--- src/rtl/rf_wb_arbiter.sv ---
// Register-file write port arbiter: buffers load returns in a small FIFO, grants loads first,
// and forces an execute grant after MAX_WAIT consecutive stalled execute cycles.
module rf_wb_arbiter #(
  parameter int unsigned DATA_W   = 32,
  parameter int unsigned ADDR_W   = 5,
  parameter int unsigned LQ_DEPTH = 2,
  parameter int unsigned MAX_WAIT = 3
) (
  input  logic                              CLK,
  input  logic                              reset,
  input  logic                              ex_valid,
  input  logic [ADDR_W-1:0]                 ex_rd,
  input  logic [DATA_W-1:0]                 ex_data,
  output logic                              ex_ready,
  input  logic                              ld_valid,
  input  logic [ADDR_W-1:0]                 ld_rd,
  input  logic [DATA_W-1:0]                 ld_data,
  output logic [ADDR_W-1:0]                 write1,
  output logic [DATA_W-1:0]                 write_data,
  output logic                              regwrite,
  output logic [$clog2(LQ_DEPTH+1)-1:0]     ld_count,
  output logic                              overflow
);

  localparam int unsigned CntW  = $clog2(LQ_DEPTH + 1);
  localparam int unsigned PtrW  = (LQ_DEPTH > 1) ? $clog2(LQ_DEPTH) : 1;
  localparam int unsigned WaitW = $clog2(MAX_WAIT + 1);

  logic [ADDR_W-1:0] lq_rd_q   [LQ_DEPTH];
  logic [DATA_W-1:0] lq_data_q [LQ_DEPTH];

  logic [PtrW-1:0]   head_q, head_d, tail_q, tail_d;
  logic [CntW-1:0]   count_q, count_d;
  logic [WaitW-1:0]  wait_q, wait_d;
  logic              regwrite_q, regwrite_d;
  logic [ADDR_W-1:0] write1_q, write1_d;
  logic [DATA_W-1:0] write_data_q, write_data_d;
  logic              overflow_q, overflow_d;

  logic lq_empty, lq_full, force_ex, pop, push, drop, ex_hs;

  function automatic logic [PtrW-1:0] ptr_inc(input logic [PtrW-1:0] p);
    return (p == PtrW'(LQ_DEPTH - 1)) ? '0 : p + PtrW'(1);
  endfunction

  // Grant decision uses only registered state, so ex_ready never depends on ex_valid.
  always_comb begin
    lq_empty = (count_q == '0);
    lq_full  = (count_q == CntW'(LQ_DEPTH));
    force_ex = (wait_q == WaitW'(MAX_WAIT));
    ex_ready = !reset && (lq_empty || force_ex);
    pop      = !lq_empty && !force_ex;
    ex_hs    = ex_valid && ex_ready;
    push     = ld_valid && (!lq_full || pop);
    drop     = ld_valid && lq_full && !pop;
  end

  always_comb begin
    head_d       = pop  ? ptr_inc(head_q) : head_q;
    tail_d       = push ? ptr_inc(tail_q) : tail_q;
    count_d      = count_q;
    overflow_d   = overflow_q || drop;
    wait_d       = '0;
    regwrite_d   = 1'b0;
    write1_d     = write1_q;
    write_data_d = write_data_q;

    unique case ({push, pop})
      2'b10:   count_d = count_q + CntW'(1);
      2'b01:   count_d = count_q - CntW'(1);
      default: count_d = count_q;
    endcase

    if (ex_valid && !ex_ready) begin
      wait_d = force_ex ? wait_q : wait_q + WaitW'(1);
    end

    // Writes to x0 are consumed but never reach the register file.
    if (pop) begin
      if (lq_rd_q[head_q] != '0) begin
        regwrite_d   = 1'b1;
        write1_d     = lq_rd_q[head_q];
        write_data_d = lq_data_q[head_q];
      end
    end else if (ex_hs) begin
      if (ex_rd != '0) begin
        regwrite_d   = 1'b1;
        write1_d     = ex_rd;
        write_data_d = ex_data;
      end
    end
  end

  always_ff @(posedge CLK) begin
    if (reset) begin
      head_q       <= '0;
      tail_q       <= '0;
      count_q      <= '0;
      wait_q       <= '0;
      regwrite_q   <= 1'b0;
      write1_q     <= '0;
      write_data_q <= '0;
      overflow_q   <= 1'b0;
    end else begin
      head_q       <= head_d;
      tail_q       <= tail_d;
      count_q      <= count_d;
      wait_q       <= wait_d;
      regwrite_q   <= regwrite_d;
      write1_q     <= write1_d;
      write_data_q <= write_data_d;
      overflow_q   <= overflow_d;
    end
  end

  always_ff @(posedge CLK) begin
    if (push && !reset) begin
      lq_rd_q[tail_q]   <= ld_rd;
      lq_data_q[tail_q] <= ld_data;
    end
  end

  assign regwrite   = regwrite_q;
  assign write1     = write1_q;
  assign write_data = write_data_q;
  assign ld_count   = count_q;
  assign overflow   = overflow_q;

endmodule

--- config.mk ---
export PLATFORM = sky130hd
export DESIGN_NAME = rf_wb_arbiter
export DESIGN_NICKNAME = d
export VERILOG_FILES = /design/src/rtl/rf_wb_arbiter.sv
export SDC_FILE = /design/constraint.sdc
export NUM_CORES = 1
export LEC_CHECK = 0
export ABC_AREA = 1
export BUFFER_PORTS_ARGS = -buffer_cell sky130_fd_sc_hd__buf_2
export CORE_MARGIN = 4
export CORE_UTILIZATION = 49
export CTS_CLUSTER_SIZE = 16
export DETAILED_ROUTE_END_ITERATION = 6
export PLACE_DENSITY = 0.78
export SYNTH_ARGS = -nofsm -noshare
export SYNTH_HDL_FRONTEND = slang
export SYNTH_SLANG_ARGS = --single-unit
--- constraint.sdc ---
create_clock -name CLK -period 3.1 [get_ports CLK]
set_clock_uncertainty 0.05 [all_clocks]
set_input_delay 0.31 -clock CLK [delete_from_list [all_inputs] [get_ports CLK]]
set_output_delay 0.31 -clock CLK [all_outputs]
set_load 0.05 [all_outputs]
==> flow_summary.json, run 1 <==
{
  "drc": 0,
  "std_cell_rows": 37,
  "overflow": 0,
  "r2r_slack_ns": 0.79,
  "min_period_over_period_pct": 75.2,
  "power.leakage_nw": 3.22,
  "crit_path_end_kind": "output port",
  "core_um2": 10300,
  "synth_edf_count": 74,
  "utilization_pct": 65.5,
  "worst_slew_pin_slew_ns": 0.993,
  "fp.dieH_um": 111,
  "cts-root-buf": "clkbuf_8",
  "cts_buffer_depth": 2,
  "yosysTopAreaCell": "edfxtp_1",
  "synth_top_area_share_pct": 42.7,
  "yosysMostFrequentCell": "nand2_1",
  "synth_area_um2": 5200,
  "seqCellArea_um2": 3140,
  "dieArea_um2": 12300,
  "antenna_left": 0,
  "top_level_ports": 120,
  "syn-num-nets": 694,
  "min-delay-start": "ex_valid",
  "grt_max_degree": 46,
  "async_flop_share_pct": 0,
  "dpl.hpwl_um": 7940,
  "io_buffers": 119,
  "syn_inst": 615,
  "dp_cells": 845,
  "area_delta_synth_final_pct": 30.0,
  "irDropWorstVdd_mv": 0.542,
  "synth_warnings": 0,
  "reg2reg_depth": 9,
  "synth.distinct_cells": 22,
  "grt_setup_unrepaired": "false",
  "final.setup.tns_ns": 0,
  "avgSynthCellArea_um2": 8.45,
  "crit_fanout": 45,
  "fin_crit_ns": 2.33,
  "final_hold_viol_count": 0,
  "synthTopCellsByArea": "edfxtp_1 (43%), nand2_1 (19%), dfxtp_1 (18%), a21oi_1 (4.1%), nor2_1 (3.8%)",
  "cts_tree": "yes",
  "fmax_mhz": 429,
  "path_clk_slew_ns": 0.05,
  "initial_core_util_pct": 50.4,
  "n_fill_cell": 823,
  "criticalPathCategory": "reg -> out",
  "fin_nets": 845,
  "synthTopCellsByCount": "nand2_1 (269), edfxtp_1 (74), nor2_1 (53), dfxtp_1 (46)",
  "numCtsBuffers": 17,
  "hold_path_end": "wait_q[0]",
  "gp_congestion": 0.816,
  "cp.required_ns": 2.74,
  "layoutNonFillerInstCount": 915,
  "outcome": "completed",
  "synth_ff_type": "edfxtp_1",
  "vias": 4445,
  "wl_per_cell_um": 13.8,
  "drive_gt1_share_pct": 20.2,
  "drt-vias-per-instance": 4.86,
  "min_path_cells": 3,
  "r2r-end": "write_data[11]",
  "slew_viol_final": 0,
  "clkLatencyLatePin_ns": 0.52,
  "multiInputGateArea_um2": 1740,
  "setup_viol_count_final": 0,
  "synth.ff_latch_count": 120,
  "start_kind": "flop",
  "cts.sinks": 120,
  "ys_seq_area_share_pct": 60.5,
  "antenna_found_initial": 0,
  "grt_pass1_vias": 4398,
  "fp.dieW_um": 111,
  "powerDensity_nw_per_um2": 1020,
  "hp-class": "in -> reg",
  "cts_setup_buffers": 0,
  "drt_iter0_drc": 291,
  "dr.pass1.iters": 6,
  "grtUsageTotal_pct": 21.1,
  "arrival_ns": 1.97,
  "grt_pass1_wl_um": 20700,
  "finalWirelength_um": 12600,
  "htree_levels": 4,
  "maxCapViolCount": 0,
  "n_antenna_cell": 0,
  "relSlewSlack_pct": 33.5
}
critical path, stage by stage (launching register included):
cell and delay [ns]:
dfxtp_1 0.31, ha_1 0.26, nor2_4 0.14, buf_4 0.42, nor2_1 0.09, buf_2 0.23
per-layer routing:
layer	wire [um]	up-vias	global-route usage, %
li1	-	2261	-
met1	5310	1993	24.8
met2	6160	155	35.5
met3	691	36	5.68
met4	435	0	10.8
met5	0	-	0
flip-flops by register name, indices dropped and copies added (netlist names), 2 cells and up, named ones only:
signal / count
ld_count: 2
wait_q: 2
write_data: 32
write1: 5
lq_data_q: 64
lq_rd_q: 10
per-stage QoR:
step / setup slack (ns) / cell area [um^2] / hold slack [ns] / power [mW]
final: 0.767 / 6760 / 0.0253 / 6.87
after global routing: 0.511 / 6760 / 0.0355 / 7.37
after CTS: 0.739 / 6760 / 0.0109 / 6.88
after detailed placement: 0.800 / 5900 / 0.376 / 5.22
after global placement: 0.861 / 5900 / 0.356 / 5.15
after floorplan: 0.279 / 5200 / 0.329 / 4.60
logic make-up after synthesis:
family,Yosys count,share of synthesized area [%]
and+or+nand+nor,365,27.6
DFF,120,60.5
buffers and inverters,79,6.71
AOI/OAI and AO/OA,49,4.86
xor gates and xnor gates,1,0.169
adders and majority gates,1,0.241
timing repair:
item,CTS,global route
resized for setup,0,0
hold buffers,38,0
endpoints found under the hold margin,77,0
where the power goes:
part	internal [mW]	switching (mW)
clock network	0.980	0.630
registers	1.96	0.135
logic	0.887	2.27
total	3.83	3.04
area by class of cell:
cell class | count | share of cell area [%]
Sequential cell | 120 | 46.5
Tap cell | 136 | 2.52
Multi-Input combinational cell | 416 | 25.7
Clock buffer | 24 | 6.66
Inverter | 45 | 2.50
Clock inverter | 8 | 0.481
Timing Repair Buffer | 166 | 15.6
how the worst max path moves through the flow:
| stage | cells after the start | endpoint | start | slack (ns) |
|---|---|---|---|---|
| 2_1_floorplan | 5 | lq_data_q[0][0] | ld_count[0] | 0.28 |
| 3_3_place_gp | 9 | write_data[19] | flop | 0.86 |
| 3_5_place_dp | 9 | write_data[11] | flop | 0.80 |
| 4_1_cts | 5 | ex_ready | wait_q[0] | 0.74 |
| 5_1_grt | 9 | write_data[16] | flop | 0.51 |
| 6_report | 5 | ex_ready | wait_q[0] | 0.77 |
placed cells by master (no fill, tap or decap), types with 3 or more instances in the layout:
master         count
a21oi_1           43
buf_2            119
buf_4              8
clkbuf_1           6
clkbuf_16         16
clkinv_1           6
dfxtp_1           46
dlygate4sd3_1     38
edfxtp_1          74
inv_1             43
nand2_1          268
nand3_1           39
nor2_1            51
nor2_4             3
o21ai_0            4
Note: power is estimated with default switching activity, not from simulation.
==> run 2, diff against run 1 <==
CORE_UTILIZATION = 54   (was 49)
PLACE_DENSITY = 0.81   (was 0.78)
clock period = 2.3 ns   (was 3.1 ns; I/O delays follow)
==> flow_summary.json, run 2 (synthesized netlist as in run 1, its figures left out) <==
{
  "antenna_found_initial": 0,
  "finalWirelength_um": 12800,
  "dp_slack_ns": 0.396,
  "htree_levels": 4,
  "grtUsageTotal_pct": 24.1,
  "combinationalPowerShare_pct": 46.1,
  "ctsResizeCount": 0,
  "slew_viol_final": 0,
  "maxCapViolCount": 0,
  "relSlewSlack_pct": 57.1,
  "area_delta_synth_final_pct": 33.9,
  "path_buf_inv": 2,
  "max_stage_delay_ns": 0.31,
  "min_period_over_period_pct": 86.8,
  "n_antenna_cell": 0,
  "fin_ws_ns": 0.303,
  "vias": 4639,
  "gp_congestion": 0.829,
  "fin_crit_ns": 2.00,
  "top_register": "lq_data_q",
  "hp-class": "in -> reg",
  "power_frac_seq_pct": 29.8,
  "fp.dieW_um": 106,
  "irDropWorstVdd_mv": 0.771,
  "cts.sinks": 120,
  "power.leakage_nw": 3.31,
  "wl_per_cell_um": 13.9,
  "worst_slew_pin_slew_ns": 0.642,
  "start_kind": "flop",
  "mostFrequentLayoutCell": "nand2_1",
  "antenna_left": 0,
  "p_clk_share_pct": 24.0,
  "final_cell_mix": "nand2_1 (268), buf_2 (119), edfxtp_1 (74), dlygate4sd3_1 (52), nor2_1 (51)",
  "fmax_mhz": 501,
  "crit_cells": 5,
  "swShare_pct": 44.2,
  "critPathSlowestCell": "dfxtp_1",
  "numCtsBuffers": 17,
  "criticalPathCategory": "reg -> out",
  "crit_fanout": 13,
  "cp.required_ns": 2.02,
  "top_level_ports": 120,
  "cts-root-buf": "clkbuf_8",
  "grt_pass1_vias": 4514,
  "cts_buffer_depth": 2,
  "grt_max_degree": 76,
  "min_path_cells": 5,
  "arrival_ns": 1.72,
  "drt_iter0_drc": 333,
  "layoutNonFillerInstCount": 924,
  "drive_gt1_share_pct": 20.6,
  "setup_viol_count_final": 0,
  "cp_top_family": "buffers and inverters",
  "reg2reg_depth": 9,
  "dpl.hpwl_um": 7770,
  "drc": 0,
  "crit_path_end_kind": "output port",
  "outcome": "completed",
  "grt_pass1_wl_um": 21300,
  "initial_core_util_pct": 55.7,
  "dieArea_um2": 11300,
  "grt_setup_unrepaired": "false",
  "final.setup.tns_ns": 0,
  "largest_reg_flops": 64,
  "final_hold_viol_count": 0,
  "overflow": 0,
  "dp_cells": 840,
  "intPower_mw": 5.28,
  "drt-vias-per-instance": 5.02,
  "core_um2": 9330,
  "cp_cell_sequence": "ha_1 > nor2_4 > buf_4 > nor2_1 > buf_2",
  "p_switching_mw": 4.19,
  "fin_nets": 861,
  "fp.dieH_um": 106,
  "dr.pass1.iters": 5,
  "cts_hold_buffers": 52,
  "cts_tree": "yes",
  "io_buffers": 119,
  "clkLatencyLatePin_ns": 0.51,
  "cts_setup_buffers": 0,
  "std_cell_rows": 35,
  "powerDensity_nw_per_um2": 1360,
  "path_clk_slew_ns": 0.05
}
run 2: cell count changes in the layout (fill, tap and decap cells not counted), sizes merged:
cell / before / now
buf: 128 / 130
bufinv: 0 / 1
clkbuf: 24 / 20
clkinv: 8 / 10
clkinvlp: 0 / 1
dlygate4sd3: 38 / 52
run 2: final cells by class:
cell class	count	area [um^2]
clock buffer	20	425
clock inverter	12	85.1
fill	638	2370
inverter	45	169
multi-input combinational	416	1740
sequential	120	3140
tap	129	161
timing repair buffer	182	1240
run 2: through the flow:
step	total power [mW]	area (um^2)	utilization (%)	hold WS [ns]
final	9.47	6960	74.6	0.00477
after detailed placement	7.07	5930	63.6	0.364
after floorplan	6.20	5220	-	0.249
after CTS	9.44	6960	74.6	0.000702
after global routing	10.1	6960	74.6	0.00649
after global placement	6.96	5930	63.6	0.355
run 2: worst register-to-register path, delay by kind of cell (launching register included):
family                 cells  cell delay (ns)
AOI/OAI and AO/OA          1             0.22
buffers and inverters      2             0.74
DFF                        1             0.32
and+or+nand+nor            6             0.50
run 2: metal layers:
layer / global-route usage [%] / vias to the layer above / share of wire (%)
li1: - / 2287 / -
met1: 29.4 / 2138 / 39
met2: 41.0 / 187 / 52
met3: 6.19 / 27 / 6.5
met4: 8.79 / 0 / 2.1
met5: 0 / - / 0
run 2: worst paths after layout:
kind,startpoint,end,slack [ns]
setup / recovery,wait_q[0],ex_ready,0.30
hold / removal,ex_data[19],write_data[19],0.005
setup reg to reg,flop,write_data[1],0.37
hold reg to reg,wait_q[0],wait_q[0],0.38
run 2: power groups by stage:
| stage | logic (mW) | registers (mW) | clock network [mW] |
|---|---|---|---|
| after floorplan | 2.44 | 3.76 | 0 |
| after global placement | 4.11 | 2.84 | 0 |
| after detailed placement | 4.21 | 2.86 | 0 |
| after CTS | 4.33 | 2.82 | 2.29 |
| after global routing | 4.82 | 2.87 | 2.41 |
| final | 4.37 | 2.83 | 2.27 |
==> run 3, diff against run 2 <==
ABC_CLOCK_PERIOD_IN_PS = 2300   (was unset)
PLACE_DENSITY = 0.8   (was 0.81)
==> flow_summary.json, run 3 (synthesized netlist as in run 1, its figures left out) <==
{
  "outcome": "completed",
  "placed_area_um2": 5940,
  "fmax_mhz": 476,
  "slew_viol_final": 0,
  "cp.required_ns": 2.02,
  "grtUsageTotal_pct": 25.1,
  "min_period_over_period_pct": 91.2,
  "crit_path_end_kind": "output port",
  "final_area_um2": 7090,
  "drive_gt1_share_pct": 21.2,
  "antenna_found_initial": 0,
  "arrival_ns": 1.82,
  "antenna_left": 0,
  "vias": 4657,
  "cts_setup_buffers": 0,
  "area_delta_synth_final_pct": 36.5,
  "cts-root-buf": "clkbuf_8",
  "largest_reg_flops": 64,
  "multiInputGateArea_um2": 1740,
  "htree_levels": 4,
  "finalWirelength_um": 13500,
  "powerDensity_nw_per_um2": 1380,
  "cts_hold_buffers": 58,
  "fin_nets": 868,
  "drt-vias-per-instance": 5.00,
  "grt_setup_unrepaired": "false",
  "cp_common_cell": "nor2_1",
  "std_cell_rows": 35,
  "n_antenna_cell": 0,
  "max_stage_delay_ns": 0.48,
  "start_kind": "flop",
  "drt_iter0_drc": 344,
  "top_level_ports": 120,
  "cts_tree": "yes",
  "path_clk_slew_ns": 0.06,
  "n_fill_cell": 597,
  "hp-class": "in -> reg",
  "cp_cell_sequence": "nor2_1 > nor2_4 > buf_4 > nor2_1 > buf_2",
  "grt_max_degree": 70,
  "fin_crit_ns": 2.10,
  "top_register": "lq_data_q",
  "irDropWorstVdd_mv": 0.667,
  "cts.sinks": 120,
  "criticalPathCategory": "reg -> out",
  "io_buffers": 119,
  "dr.pass1.iters": 5,
  "fp.dieH_um": 106,
  "dieArea_um2": 11300,
  "drc": 0,
  "setup_viol_count_final": 0,
  "worst_slew_pin_slew_ns": 0.656,
  "critPathSlowestCell": "dfxtp_1",
  "wl_per_cell_um": 14.5,
  "overflow": 0,
  "cts_buffer_depth": 2,
  "r2r_slack_ns": 0.29,
  "final_hold_viol_count": 0,
  "numCtsBuffers": 17,
  "fp.dieW_um": 106,
  "mostFrequentLayoutCell": "nand2_1",
  "seqCellArea_um2": 3140,
  "maxCapViolCount": 0,
  "crit_fanout": 16,
  "final.setup.tns_ns": 0,
  "grt_pass1_wl_um": 22300,
  "dpl.hpwl_um": 7870,
  "gp_congestion": 0.816,
  "core_um2": 9330,
  "relSlewSlack_pct": 56.2,
  "clkLatencyLatePin_ns": 0.51,
  "grt_pass1_vias": 4689,
  "power.leakage_nw": 3.36,
  "ctsResizeCount": 0,
  "initial_core_util_pct": 55.7,
  "final_cell_mix": "nand2_1 (268), buf_2 (119), edfxtp_1 (74), dlygate4sd3_1 (58), nor2_1 (51)"
}
run 3: cell count changes in the layout (fill, tap and decap cells not counted):
cell	delta
buf_4	+1
bufinv_16	+2
clkbuf_1	-1
clkinv_1	-4
clkinv_2	-1
clkinvlp_4	+4
dlygate4sd3_1	+6
run 3: final timing paths:
path / start / cells past startpoint / endpoint
worst min-delay path: ex_data[20] / 5 / write_data[20]
worst max-delay path: ld_count[1] / 5 / ex_ready
worst max register to register: flop / 9 / write_data[11]
worst min register to register: wait_q[0] / 1 / wait_q[0]
run 3: cell type report:
class | instances | share of cell area (%)
clock buffer | 19 | 5.94
timing repair buffer | 189 | 18.4
inverter | 45 | 2.38
sequential | 120 | 44.3
clock inverter | 13 | 2.19
multi-input combinational | 416 | 24.5
tap | 129 | 2.28
run 3: where the power goes:
part / switching [mW] / total, mW / internal [mW]
combinational: 3.16 / 4.40 / 1.25
clock: 0.929 / 2.57 / 1.64
sequential: 0.198 / 2.84 / 2.64
run 3: critical path: cells and delay by family, from the launching register on:
kind	cells	cell delay (ns)
flops	1	0.48
buf+inv	2	0.46
simple gates	3	0.35
run 3: per-layer routing:
layer / GRT usage, % / wire [um] / vias to the layer above
li1: - / - / 2309
met1: 30.5 / 5360 / 2126
met2: 42.5 / 6860 / 191
met3: 6.01 / 897 / 31
met4: 10.7 / 338 / 0
met5: 0 / 0 / -
run 3: metrics by stage:
stage / power (mW) / cells / setup slack [ns] / util [%] / hold slack (ns)
floorplan: 6.20 / 615 / 0.0191 / - / 0.249
global placement: 6.96 / 841 / 0.402 / 63.6 / 0.357
detailed placement: 7.07 / 841 / 0.376 / 63.6 / 0.365
CTS: 9.77 / 931 / 0.184 / 76.1 / 0.000763
global route: 10.5 / 931 / 0.0920 / 76.1 / 0.0297
finish: 9.81 / 931 / 0.201 / 76.1 / 0.000256
